--- config.mk ---
export PLATFORM = sky130hd
export DESIGN_NAME = bam_seq_mult_flat
export DESIGN_NICKNAME = d
export VERILOG_FILES = /design/src/rtl/bam_pkg.sv /design/src/rtl/bam_seq_mult_if.sv /design/src/rtl/bam_pp_row.sv /design/src/rtl/bam_seq_mult.sv /design/src/flat_wrapper.sv
export SDC_FILE = /design/constraint.sdc
export NUM_CORES = 1
export LEC_CHECK = 0
export CAP_MARGIN = 5
export CORE_AREA = 8 8 111 124
export DETAILED_ROUTE_END_ITERATION = 12
export DIE_AREA = 0 0 119 132
export PLACE_DENSITY = 0.65
export SKIP_CTS_REPAIR_TIMING = 1
export SYNTH_ARGS = -nofsm -noshare
export SYNTH_HDL_FRONTEND = slang
export SYNTH_SLANG_ARGS = --single-unit
--- constraint.sdc ---
create_clock -name clk -period 10.1 [get_ports clk]
set_input_delay 1.515 -clock clk [delete_from_list [all_inputs] [get_ports clk]]
set_output_delay 1.515 -clock clk [all_outputs]
set_load 0.03 [all_outputs]
--- src/rtl/bam_pkg.sv ---
// Shared types and helpers for the broken-array sequential multiplier.
// Latency: n/a (types and pure functions only).
// Backpressure: n/a.
package bam_pkg;

    typedef enum logic [1:0] {
        IDLE = 2'd0,
        RUN  = 2'd1,
        DONE = 2'd2
    } state_t;

    // Saturate a run-time break level to its meaningful maximum.
    function automatic logic [31:0] bam_clamp(input logic [31:0] x, input logic [31:0] lim);
        return (x > lim) ? lim : x;
    endfunction

endpackage

--- src/rtl/bam_seq_mult_if.sv ---
// Operand and result handshake bundle for bam_seq_mult.
// Latency: n/a (wires only).
// Backpressure: in_ready/out_ready carry the flow control.
interface bam_seq_mult_if #(
    parameter int WIDTH = 8,
    parameter int HBITS = $clog2(WIDTH + 1),
    parameter int VBITS = $clog2(2 * WIDTH + 1)
);
    logic               in_valid;
    logic               in_ready;
    logic [WIDTH-1:0]   in_a;
    logic [WIDTH-1:0]   in_b;
    logic [HBITS-1:0]   in_h;
    logic [VBITS-1:0]   in_v;
    logic               out_valid;
    logic               out_ready;
    logic [2*WIDTH-1:0] out_prod;

    modport master (
        output in_valid, in_a, in_b, in_h, in_v, out_ready,
        input  in_ready, out_valid, out_prod
    );

    modport slave (
        input  in_valid, in_a, in_b, in_h, in_v, out_ready,
        output in_ready, out_valid, out_prod
    );
endinterface

--- src/rtl/bam_pp_row.sv ---
// One masked partial-product row: a gated by b_bit, columns i+row<v cleared.
// Latency: combinational.
// Backpressure: none.
module bam_pp_row #(
    parameter int WIDTH = 8,
    parameter int HBITS = $clog2(WIDTH + 1),
    parameter int VBITS = $clog2(2 * WIDTH + 1)
) (
    input  logic [WIDTH-1:0] a_i,
    input  logic             b_bit_i,
    input  logic [HBITS-1:0] row_i,
    input  logic [VBITS-1:0] v_i,
    output logic [WIDTH-1:0] pp_o
);
    always_comb begin
        pp_o = '0;
        for (int i = 0; i < WIDTH; i++) begin
            pp_o[i] = a_i[i] & b_bit_i & ((i + int'(row_i)) >= int'(v_i));
        end
    end
endmodule

--- src/rtl/bam_seq_mult.sv ---
// Broken-array unsigned multiplier, one partial-product row per cycle, h/v per transaction.
// Latency: accept in cycle t -> out_valid in cycle t+1+max(WIDTH-h,0).
// Backpressure: result held in DONE until out_ready; in_ready only in IDLE.
module bam_seq_mult
    import bam_pkg::*;
#(
    parameter int WIDTH = 8,
    parameter int HBITS = $clog2(WIDTH + 1),
    parameter int VBITS = $clog2(2 * WIDTH + 1)
) (
    input  logic           clk,
    input  logic           rst,
    bam_seq_mult_if.slave  bus
);
    state_t             state_q;
    logic [WIDTH-1:0]   a_q;
    logic [WIDTH-1:0]   b_q;
    logic [VBITS-1:0]   v_q;
    logic [HBITS-1:0]   row_q;
    logic [2*WIDTH-1:0] acc_q;
    logic [2*WIDTH-1:0] acc_d;
    logic               out_valid_q;
    logic [2*WIDTH-1:0] out_prod_q;

    logic [HBITS-1:0]   h_acc;
    logic [VBITS-1:0]   v_acc;
    logic               b_bit;
    logic [WIDTH-1:0]   pp_row;

    assign bus.in_ready  = (state_q == IDLE) && !rst;
    assign bus.out_valid = out_valid_q;
    assign bus.out_prod  = out_prod_q;

    always_comb begin
        h_acc = HBITS'(bam_clamp(32'(bus.in_h), 32'(WIDTH)));
        v_acc = VBITS'(bam_clamp(32'(bus.in_v), 32'(2 * WIDTH)));
    end

    always_comb begin
        b_bit = 1'b0;
        for (int j = 0; j < WIDTH; j++) begin
            if (int'(row_q) == j) b_bit = b_q[j];
        end
    end

    bam_pp_row #(.WIDTH(WIDTH), .HBITS(HBITS), .VBITS(VBITS)) u_pp_row (
        .a_i     (a_q),
        .b_bit_i (b_bit),
        .row_i   (row_q),
        .v_i     (v_q),
        .pp_o    (pp_row)
    );

    always_comb begin
        acc_d = acc_q + ({{WIDTH{1'b0}}, pp_row} << row_q);
    end

    always_ff @(posedge clk) begin
        if (rst) begin
            state_q     <= IDLE;
            a_q         <= '0;
            b_q         <= '0;
            v_q         <= '0;
            row_q       <= '0;
            acc_q       <= '0;
            out_valid_q <= 1'b0;
            out_prod_q  <= '0;
        end else begin
            case (state_q)
                IDLE: begin
                    if (bus.in_valid) begin
                        a_q   <= bus.in_a;
                        b_q   <= bus.in_b;
                        v_q   <= v_acc;
                        row_q <= h_acc;
                        acc_q <= '0;
                        // Every row broken away: the result is known immediately.
                        if (h_acc >= HBITS'(WIDTH)) begin
                            state_q     <= DONE;
                            out_valid_q <= 1'b1;
                            out_prod_q  <= '0;
                        end else begin
                            state_q <= RUN;
                        end
                    end
                end
                RUN: begin
                    acc_q <= acc_d;
                    row_q <= row_q + HBITS'(1);
                    if (row_q == HBITS'(WIDTH - 1)) begin
                        state_q     <= DONE;
                        out_valid_q <= 1'b1;
                        out_prod_q  <= acc_d;
                    end
                end
                DONE: begin
                    if (bus.out_ready) begin
                        state_q     <= IDLE;
                        out_valid_q <= 1'b0;
                    end
                end
                default: begin
                    state_q     <= IDLE;
                    out_valid_q <= 1'b0;
                end
            endcase
        end
    end
endmodule
--- src/flat_wrapper.sv ---
// flat-port wrapper written by rule: the top's interface ports become plain ports
module bam_seq_mult_flat import bam_pkg::*;
#(
    parameter int WIDTH = 8,
    parameter int HBITS = $clog2(WIDTH + 1),
    parameter int VBITS = $clog2(2 * WIDTH + 1)
)
  (clk, rst, bus_in_valid, bus_in_a, bus_in_b, bus_in_h, bus_in_v, bus_out_ready, bus_in_ready, bus_out_valid, bus_out_prod);
  bam_seq_mult_if #(.WIDTH(WIDTH), .HBITS(HBITS), .VBITS(VBITS)) bus_i ();
  input  logic clk;
  input  logic rst;
  input wire logic [$bits(bus_i.in_valid)-1:0] bus_in_valid;
  input wire logic [$bits(bus_i.in_a)-1:0] bus_in_a;
  input wire logic [$bits(bus_i.in_b)-1:0] bus_in_b;
  input wire logic [$bits(bus_i.in_h)-1:0] bus_in_h;
  input wire logic [$bits(bus_i.in_v)-1:0] bus_in_v;
  input wire logic [$bits(bus_i.out_ready)-1:0] bus_out_ready;
  output wire logic [$bits(bus_i.in_ready)-1:0] bus_in_ready;
  output wire logic [$bits(bus_i.out_valid)-1:0] bus_out_valid;
  output wire logic [$bits(bus_i.out_prod)-1:0] bus_out_prod;
  assign bus_i.in_valid = bus_in_valid;
  assign bus_i.in_a = bus_in_a;
  assign bus_i.in_b = bus_in_b;
  assign bus_i.in_h = bus_in_h;
  assign bus_i.in_v = bus_in_v;
  assign bus_i.out_ready = bus_out_ready;
  assign bus_in_ready = bus_i.in_ready;
  assign bus_out_valid = bus_i.out_valid;
  assign bus_out_prod = bus_i.out_prod;
  bam_seq_mult #(.WIDTH(WIDTH), .HBITS(HBITS), .VBITS(VBITS)) u_core (.clk(clk), .rst(rst), .bus(bus_i));
endmodule
==> summary.txt, run 1 <==
Status
  • Status: complete, no violations

Floorplanning
  • # IOs: 47
  • Core area: 0.0117 mm2
  • Chip width: 119 um
  • Initial core utilization: approximately 39%
  • Num rows: 42
  • Die ar.: roughly 0.016 mm2
  • Die H: between 100 and 150 um

Synthesis
  • Adder-Cell Fraction of Synth Area: around 16%
  • Yosys reg bits: 60
  • Most used DFF post-synth: dfxtp_1
  • Ys async rst share: 0%
  • Synthesized Nets: 689
  • Post-synthesis mux area share: ~3%
  • Synth Area in Compound Gates: ~22%
  • Mapped cell area: about 0.0046 mm2
  • Syn Area/Cell: between 7 and 8 um2
  • Ys Warns: 0
  • Sequential area share after synthesis: 26.3%
  • EDFF count, synth: 0
  • Post-synthesis cell type count: 58
  • Mapped Cells: about 600
  • Largest family of logic cells by synthesized area: simple AND/OR/NAND/NOR gates
  • Post-Synth XOR/XNOR Area: slightly above 3%
  • Simple-Gate Fraction of Synth Area: about a quarter

Setup path
  • Slack of the worst reg-to-reg path: 4.29 ns
  • Slowest stage delay, CP: 0.91 ns
  • Crit path max-delay family: compound AO/OA/AOI/OAI gates
  • Worst path most repeated cell: ha_1
  • Slowest stage cell, crit path: dfxtp_1
  • CP bufs+invs: 1
  • Worst R2R Start: u_core.row_q[2]
  • R2R Path End: u_core.bus.out_prod[14]
  • Worst Reg-to-Reg Cells: 19
  • Critical-path cell list: inv_1 -> ha_1 -> ha_1 -> nand2_1 -> o21ai_0 -> a41oi_1 -> mux2_2 -> o22ai_1 -> nand2_1 -> nor3_1 -> ha_1 -> nor2b_1 -> o21ai_0 -> a21oi_1 -> a211oi_1 -> nor2_1 -> a2111oi_0 -> or2_2 -> o311ai_0
  • Worst-path fanout max: 23
  • Crit path capture type: flop
  • Arrival time worst endpoint: approximately 6.0 ns
  • Critical path class: flop to flop
  • Type of origin of the critical path: flop
  • Worst path required time: just over 10 ns

Cells and area
  • Design Area, Final: between 0.005 and 0.006 mm2
  • Share of cells above drive strength 1: ~6.4%
  • N_diodes: 0
  • Syn-to-layout area delta: 19.1%
  • Layout Nets: around 720

Routing
  • Via density: between 5 and 6
  • Routed Antenna Nets: 0
  • Drt first pass iters: 4
  • Wire length per cell: about 15 um
  • # DRC: 0
  • Initial DRC count: ~230
  • Drt total wl: around 12000 um
  • Vias: approximately 4400

CTS
  • Max Root-Sink Buffers: 2
  • Worst-path clk slew: about 0.05 ns
  • Worst-skew pair later-pin latency: between 0.3 and 0.4 ns
  • H-tree lvl count: 3
  • Clk root buf: clkbuf_16
  • TritonCTS Buffers: 9
  • Clock sink count: 60
  • CTS tree: built

Timing
  • Final Setup Violations: 0
  • Min Hold Slack: roughly 0.45 ns
  • Fmax: approximately 0.17 GHz
  • Setup tns final: 0 ns
  • Worst Tran Pin Value: ~0.9 ns
  • Worst slew margin: 39.7%
  • RSZ-0062 raised after global routing: false
  • Max Slew Vio Count: 0
  • Worst Clk Skew: a little under 0.007 ns
  • Tcrit/Tclk final: between 50% and 60%
  • Final min period: between 5 and 6 ns
  • Final hold vios: 0

Power and ir drop
  • Worst VDD drop: 0.0995 mV
  • Power Dens Cells: between 100 and 150 mW/mm2
  • Total power draw: approximately 0.75 mW
  • Leak: around 2.1 nW

Placed design
  • Dpl hpwl: 9150 um
  • I/O Buffers: between 40 and 50
  • Placed Instance Area: between 0.005 and 0.006 mm2
  • Routability Congestion: 0.868

GRT
  • Total gr overflow: 0
  • Initial antenna violation count: 0
  • GRT Util Overall: between 15 and 20%
  • Largest net degree at the start of global routing: 70
  • First-pass GRT wire length: 20700 um
  • Vias in the first global route: between 4000 and 5000

Hold path
  • Worst hold endpoint: u_core.v_q[3]
  • Hold Crit Class: flop to flop
  • Min-Delay Startpoint: u_core.v_q[3]
  • Hold depth: 2

Job
  • Max cap viols: 0
## cell usage in the layout, fill, tap and decap left out, types with 10 or more instances in the layout
| cell | n |
|---|---|
| nor2_1 | 55 |
| dfxtp_1 | 60 |
| nand3b_1 | 10 |
| inv_1 | 18 |
| nand3_1 | 20 |
| clkdlybuf4s50_1 | 45 |
| xnor2_1 | 13 |
| ha_1 | 58 |
| nor3_1 | 19 |
| o21ai_0 | 25 |
| nand2_1 | 99 |
| a21oi_1 | 68 |
## power breakdown
part	switching [mW]	total, mW	internal [mW]
sequential	0.0160	0.262	0.246
combinational	0.111	0.184	0.0726
clock	0.108	0.305	0.197
## sequential cells by signal, summed over array words and instances, names as in the netlist
| signal | cells |
|---|---|
| u_core.a_q | 8 |
| u_core.acc_q | 16 |
| u_core.b_q | 8 |
| u_core.bus.out_prod | 16 |
| u_core.bus.out_valid | 1 |
| u_core.row_q | 4 |
| u_core.state_q | 2 |
| u_core.v_q | 5 |
## tightest hold or removal path: cells and delay by family (launching register included)
| family | cells | cell delay, ns |
|---|---|---|
| compound gates | 1 | 0.05 |
| flops | 1 | 0.30 |
| simple gates | 1 | 0.05 |
## logic make-up (layout without fill, tap and decap cells)
kind of cell    count (synthesis)  after routing
mux                            11             11
buf+inv                        50             88
fa+ha+maj                      59             59
flops                          60             60
simple gates                  247            247
xor+xnor                       16             16
compound gates                158            158
## cells in the mapped netlist (all sizes together), types with 5 or more instances
| cell | count | area (um2) |
|---|---|---|
| nand2 | 99 | 372 |
| a21oi | 69 | 349 |
| dfxtp | 60 | 1200 |
| ha | 58 | 726 |
| nor2 | 55 | 206 |
| o21ai | 27 | 135 |
| clkbuf | 26 | 97.6 |
| inv | 20 | 75.1 |
| nand3 | 20 | 100 |
| nor3 | 20 | 105 |
| xnor2 | 13 | 114 |
| nand3b | 10 | 75.1 |
| a41oi | 8 | 70.1 |
| o22ai | 8 | 50.1 |
| a211oi | 7 | 52.6 |
| mux2i | 7 | 70.1 |
| nor2b | 7 | 43.8 |
| a22oi | 6 | 45.0 |
| and2 | 6 | 37.5 |
| nand2b | 6 | 37.5 |
| or3 | 6 | 40.0 |
| a2111oi | 5 | 56.3 |
| o31ai | 5 | 37.5 |
## per-stage QoR
stage / setup WS, ns / std cells / util, %
floorplan: 5.31 / 601 / -
global placement: 4.35 / 777 / 43.9
detailed placement: 4.27 / 777 / 43.9
CTS: 4.24 / 793 / 46.4
global route: 3.69 / 793 / 46.4
finish: 4.29 / 793 / 46.4
## metal layers
metal	global-route usage [%]	routed length (um)
met1	18.0	5370
met2	27.7	6120
met3	3.81	508
met4	6.97	268
met5	0	0
## final cells by class
| cell class | instances | area [um2] |
|---|---|---|
| Multi-Input combinational cell | 491 | 3180 |
| Clock buffer | 12 | 246 |
| Fill cell | 1164 | 6280 |
| Sequential cell | 60 | 1200 |
| Clock inverter | 4 | 48.8 |
| Timing Repair Buffer | 51 | 493 |
| Inverter | 21 | 78.8 |
| Tap cell | 154 | 193 |
## worst max path at each step
stage	from	end	slack (ns)	cells after the start
after floorplan	u_core.row_q[2]	u_core.bus.out_prod[14]	5.31	19
after global placement	u_core.row_q[2]	u_core.bus.out_prod[14]	4.35	19
after detailed placement	u_core.row_q[2]	u_core.bus.out_prod[14]	4.27	19
after CTS	u_core.row_q[2]	u_core.bus.out_prod[14]	4.24	19
after global routing	u_core.row_q[2]	u_core.bus.out_prod[14]	3.69	19
final	u_core.row_q[2]	u_core.bus.out_prod[14]	4.29	19
No activity file was read; power rests on OpenSTA's default activity.
==> inputs of run 2 (changes only) <==
PLACE_DENSITY = 0.67   (was 0.65)
clock period = 5.25 ns   (was 10.1 ns; I/O delays follow)
==> summary.txt, run 2 (synthesized netlist as in run 1, its figures left out) <==
Status
  • Status: complete, no violations

Timing
  • RSZ-0062 raised after global routing: false
  • Final Setup Violations: 0 (unchanged)
  • Setup tns final: 0 ns (unchanged)
  • Worst Clk Skew: 0.00630 ns (-0.000608 ns)
  • Tcrit/Tclk final: 93.7% (+36 points)
  • Fmax: 0.203 GHz (+18%)
  • Worst Tran Pin Value: 1.08 ns (+0.174 ns)
  • Max Slew Vio Count: 0 (unchanged)
  • Final min period: 4.92 ns (-0.890 ns)
  • Final hold vios: 0 (unchanged)
  • Worst slew margin: 28.1% (-12 points)
  • Min Hold Slack: 0.452 ns (+0.00262 ns)

Floorplanning
  • Die ar.: 0.0157 mm2 (unchanged)
  • Chip width: 119 um (unchanged)
  • # IOs: 47 (unchanged)
  • Core area: 0.0117 mm2 (unchanged)
  • Num rows: 42 (unchanged)
  • Die H: 132 um (unchanged)
  • Initial core utilization: 39.0% (unchanged)

Routing
  • Via density: 5.53 (+0.59%)
  • Initial DRC count: 218 (-5.6%)
  • Drt first pass iters: 4 (unchanged)
  • Vias: 4421 (+1.4%)
  • Wire length per cell: 15.9 um (+2.5%)
  • Routed Antenna Nets: 0 (unchanged)
  • # DRC: 0 (unchanged)
  • Drt total wl: 12700 um (+3.3%)

Placed design
  • I/O Buffers: 46 (unchanged)
  • Placed Instance Area: 0.00519 mm2 (+0.88%)
  • Routability Congestion: 0.934 (+7.7%)
  • Dpl hpwl: 9680 um (+5.8%)

Setup path
  • Worst path required time: 5.43 ns (-4.87 ns)
  • Crit path capture type: flop
  • Worst-path fanout max: 17 (-26%)
  • Critical path class: flop to flop
  • Worst Reg-to-Reg Cells: 20 (+1)
  • Type of origin of the critical path: flop
  • Arrival time worst endpoint: 5.10 ns (-0.91 ns)

GRT
  • Vias in the first global route: 4436 (+1.1%)
  • First-pass GRT wire length: 21600 um (+4.1%)
  • Largest net degree at the start of global routing: 70 (unchanged)
  • Total gr overflow: 0 (unchanged)
  • GR Util met3: 3.86% (+0.043 points)
  • Initial antenna violation count: 0 (unchanged)
  • GR Layer Usage met2: 28.5% (+0.81 points)
  • Gr busiest metal: met2
  • GRT Util Overall: 16.5% (+0.63 points)
  • GRT met1 Usage: 18.5% (+0.49 points)

CTS
  • TritonCTS Buffers: 9 (unchanged)
  • CTS tree: built
  • Clk root buf: clkbuf_16
  • Worst-path clk slew: 0.06 ns (about the same)
  • Clock sink count: 60 (unchanged)
  • Worst-skew pair later-pin latency: 0.33 ns (about the same)
  • H-tree lvl count: 3 (unchanged)
  • Max Root-Sink Buffers: 2 (unchanged)

Cells and area
  • Leading cell type in the layout, fill and taps excluded: nand2_1
  • Leading cell types in the layout, fill and taps excluded: 99 x nand2_1, 68 x a21oi_1, 60 x dfxtp_1, 57 x ha_1, 55 x nor2_1
  • Final Core Density: 47.1% (+0.75 points)
  • N_diodes: 0 (unchanged)
  • Share of cells above drive strength 1: 7.91% (+1.5 points)
  • Layout Nets: 728 (+0.83%)
  • Syn-to-layout area delta: 21.0%
  • Design Area, Final: 0.00553 mm2 (+1.6%)

Power and ir drop
  • Leak: 2.16 nW (+1.6%)
  • Clock share of power: 42.1% (+1.4 points)
  • Comb power frac: 25.1% (+0.7 points)
  • Share of power burned in registers: 32.8% (-2.1 points)
  • Power Dens Cells: 271 mW/mm2 (+96%)
  • Worst VDD drop: 0.160 mV (+60%)
  • Power Internal: 1.04 mW (+100%)
  • Switch share: 30.3% (-1.0 points)
  • NetSw: 0.454 mW (+93%)

Hold path
  • Hold depth: 2 (unchanged)
  • Hold Crit Class: flop to flop

Job
  • Max cap viols: 0 (unchanged)
## run 2: path summary, 6_finish.rpt
kind	startpoint	endpoint	slack (ns)
setup reg to reg	u_core.row_q[1]	u_core.bus.out_prod[14]	0.33
hold / removal	u_core.v_q[3]	u_core.v_q[3]	0.45
hold reg to reg	u_core.v_q[3]	u_core.v_q[3]	0.45
setup / recovery	u_core.row_q[1]	u_core.bus.out_prod[14]	0.33
## run 2: final cells by class
type                       instances  area [um2]
clock inverter                     5        75.1
multi-input combinational        491        3200
fill                            1168        6190
tap                              154         193
clock buffer                      11         243
sequential                        60        1200
timing repair buffer              57         538
inverter                          21        78.8
## run 2: critical path, stage by stage (launching register included)
cell       delay, ns
dfxtp_1         0.34
buf_4           0.23
ha_2            0.28
xnor2_1         0.17
inv_1           0.07
ha_1            0.29
nand2_1         0.05
o21ai_1         0.12
a41oi_1         0.25
mux4_2          0.54
or2_2           0.33
nor3_1          0.16
ha_1            0.28
o21ai_1         0.14
a21oi_1         0.12
a211oi_1        0.32
nor2_1          0.14
a2111oi_0       0.50
buf_4           0.20
or2_2           0.11
o311ai_0        0.11
## run 2: layer usage
| metal | share of wire [%] | vias up |
|---|---|---|
| met5 | 0 | - |
| met3 | 3.6 | 32 |
| li1 | - | 2225 |
| met2 | 51 | 82 |
| met1 | 43 | 2082 |
| met4 | 3.2 | 0 |
## run 2: stage by stage
step           power [mW]  worst slack [ns]  std cells
6_report             1.50             0.330        799
5_1_grt              1.58            0.0308        799
4_1_cts              1.51             0.237        799
3_5_place_dp        0.873             0.240        783
3_3_place_gp        0.862             0.443        783
2_1_floorplan       0.760             0.462        601
## run 2: power groups by stage
stage | clock [mW] | sequential [mW] | combinational, mW
2_1_floorplan | 0 | 0.497 | 0.263
3_3_place_gp | 0 | 0.500 | 0.362
3_5_place_dp | 0 | 0.501 | 0.372
4_1_cts | 0.645 | 0.491 | 0.375
5_1_grt | 0.662 | 0.494 | 0.424
6_report | 0.631 | 0.491 | 0.376
==> inputs of run 3 (changes only) <==
CAP_MARGIN = 40   (was 5)
MAX_ROUTING_LAYER = met4   (was unset)
==> summary.txt, run 3 (synthesized netlist as in run 1, its figures left out) <==
GRT
  • First-pass GRT wire length: 21500 um (-0.32%)
  • Total gr overflow: 0 (unchanged)
  • Initial antenna violation count: 0 (unchanged)
  • Vias in the first global route: 4476 (+0.90%)
  • GRT Util Overall: 16.8% (+0.26 points)
  • Largest net degree at the start of global routing: 70 (unchanged)

Routing
  • Initial DRC count: 199 (-8.7%)
  • DR top layer: met4
  • Via density: 5.58 (+0.79%)
  • Routed Antenna Nets: 0 (unchanged)
  • Wire length per cell: 16.2 um (+2.0%)
  • Met3 wire length: 416 um (-7.6%)
  • Drt total wl: 13000 um (+2.3%)
  • Vias: 4467 (+1.0%)
  • Drt first pass iters: 4 (unchanged)
  • # DRC: 0 (unchanged)
  • Met2 wire length: 6710 um (+4.8%)
  • M1 WL: 5560 um (+2.8%)

CTS
  • TritonCTS Buffers: 9 (unchanged)
  • Worst-path clk slew: 0.06 ns (about the same)
  • Max Root-Sink Buffers: 2 (unchanged)
  • Clock sink count: 60 (unchanged)
  • H-tree lvl count: 3 (unchanged)
  • Clk root buf: clkbuf_16
  • Worst-skew pair later-pin latency: 0.32 ns (about the same)
  • CTS tree: built

Setup path
  • Critical path endpoint: u_core.bus.out_prod[14]
  • Arrival time worst endpoint: 5.04 ns (-0.06 ns)
  • Crit path from: u_core.row_q[1]
  • Slowest stage delay, CP: 0.52 ns (-0.02 ns)
  • Worst path required time: 5.42 ns (about the same)
  • Worst path most repeated cell: ha_1
  • Critical path class: flop to flop
  • Critical-path cell list: buf_4 -> ha_1 -> xnor2_1 -> inv_1 -> ha_1 -> nand2_1 -> o21ai_1 -> a41oi_1 -> mux4_2 -> or2_2 -> nor3_1 -> ha_1 -> o21ai_0 -> a21oi_1 -> a211oi_1 -> nor2_1 -> a2111oi_1 -> buf_4 -> or2_2 -> o311ai_0
  • Crit path capture type: flop
  • Type of origin of the critical path: flop
  • Slowest stage cell, crit path: mux4_2
  • Slack of the worst reg-to-reg path: 0.37 ns (+0.04 ns)
  • Worst R2R Start: u_core.row_q[1]
  • R2R Path End: u_core.bus.out_prod[14]
  • Worst-path fanout max: 17 (unchanged)
  • Worst Reg-to-Reg Cells: 20 (unchanged)

Timing
  • Worst Tran Pin Value: 0.775 ns (-0.304 ns)
  • Fmax: 0.205 GHz (+0.91%)
  • Worst Clk Skew: 0.00664 ns (+0.000345 ns)
  • Final min period: 4.88 ns (-0.0442 ns)
  • Max Slew Vio Count: 0 (unchanged)
  • Tcrit/Tclk final: 92.9% (-0.84 points)
  • Setup tns final: 0 ns (unchanged)
  • Worst slew margin: 48.2% (+20 points)
  • Final Setup Violations: 0 (unchanged)
  • RSZ-0062 raised after global routing: false
  • Final hold vios: 0 (unchanged)

Cells and area
  • Syn-to-layout area delta: 20.7%
  • Layout Nets: 730 (+0.27%)
  • Share of cells above drive strength 1: 7.88% (-0.024 points)
  • N_diodes: 0 (unchanged)
  • FF/Latch Area: 0.00120 mm2 (unchanged)
  • Leading cell type in the layout, fill and taps excluded: nand2_1
  • Filler cells: 1163 (-0.43%)
  • Leading cell types in the layout, fill and taps excluded: 99 x nand2_1, 68 x a21oi_1, 60 x dfxtp_1, 58 x ha_1, 55 x nor2_1
  • Final Core Density: 47.0% (-0.13 points)
  • Area of the multi-input gates: 0.00320 mm2 (about the same)

Placed design
  • Dpl hpwl: 9750 um (+0.75%)
  • Routability Congestion: 0.911 (-2.5%)
  • I/O Buffers: 46 (unchanged)

Floorplanning
  • # IOs: 47 (unchanged)
  • Die H: 132 um (unchanged)
  • Die ar.: 0.0157 mm2 (unchanged)
  • Core area: 0.0117 mm2 (unchanged)
  • Num rows: 42 (unchanged)
  • Chip width: 119 um (unchanged)
  • Initial core utilization: 39.0% (unchanged)

Power and ir drop
  • Leak: 2.16 nW (-0.12%)
  • Worst VDD drop: 0.156 mV (-2.3%)
  • Power Dens Cells: 264 mW/mm2 (-2.6%)

Status
  • Status: complete, no violations

Job
  • Max cap viols: 0 (unchanged)

Hold path
  • Min-Delay Startpoint: u_core.bus.out_prod[6]
  • Hold Crit Class: flop to flop
run 3: worst min path at each step:
stage / endpoint / cells past startpoint
3_3_place_gp: u_core.bus.out_prod[8] / 2
3_5_place_dp: u_core.b_q[3] / 2
4_1_cts: u_core.b_q[3] / 2
2_1_floorplan: u_core.b_q[3] / 2
5_1_grt: u_core.a_q[0] / 2
6_report: u_core.bus.out_prod[6] / 2
run 3: final cells by class:
cell class / count / share of cell area (%)
clock buffer: 11 / 4.22
clock inverter: 5 / 0.954
inverter: 21 / 1.43
multi-input combinational: 491 / 58.1
sequential: 60 / 21.8
tap: 154 / 3.50
timing repair buffer: 59 / 10.0
run 3: per-stage QoR:
step | total power, mW | instance area, um2 | setup slack, ns | hold slack, ns | instances
finish | 1.46 | 5510 | 0.374 | 0.456 | 801
global route | 1.54 | 5510 | 0.0103 | 0.471 | 801
CTS | 1.46 | 5490 | 0.211 | 0.458 | 801
detailed placement | 0.876 | 5200 | 0.265 | 0.448 | 785
global placement | 0.865 | 5190 | 0.463 | 0.443 | 784
floorplan | 0.760 | 4570 | 0.462 | 0.431 | 601
run 3: report_power, final:
group / internal (mW) / leakage (nW) / total, mW / switching [mW]
Combinational: 0.147 / 1.53 / 0.384 / 0.236
Clock: 0.365 / 0.139 / 0.582 / 0.216
Sequential: 0.473 / 0.488 / 0.490 / 0.0170
Total: 0.986 / 2.16 / 1.46 / 0.469
run 3: per-layer routing:
layer  GRT usage, %  vias to the layer above
met5              -                        -
met4           6.19                        0
met3           2.19                       23
met2           29.6                       85
met1           18.9                     2133
li1               -                     2226
run 3: critical path, delay by kind of cell, from the launching register on:
family,cells,cell delay (ns)
flip-flops,1,0.34
adder cells (fa/ha/maj),3,0.88
multiplexers,1,0.52
AO/OA/AOI/OAI,7,1.47
XOR/XNOR,1,0.18
buffers and inverters,3,0.50
AND/OR/NAND/NOR,5,0.80
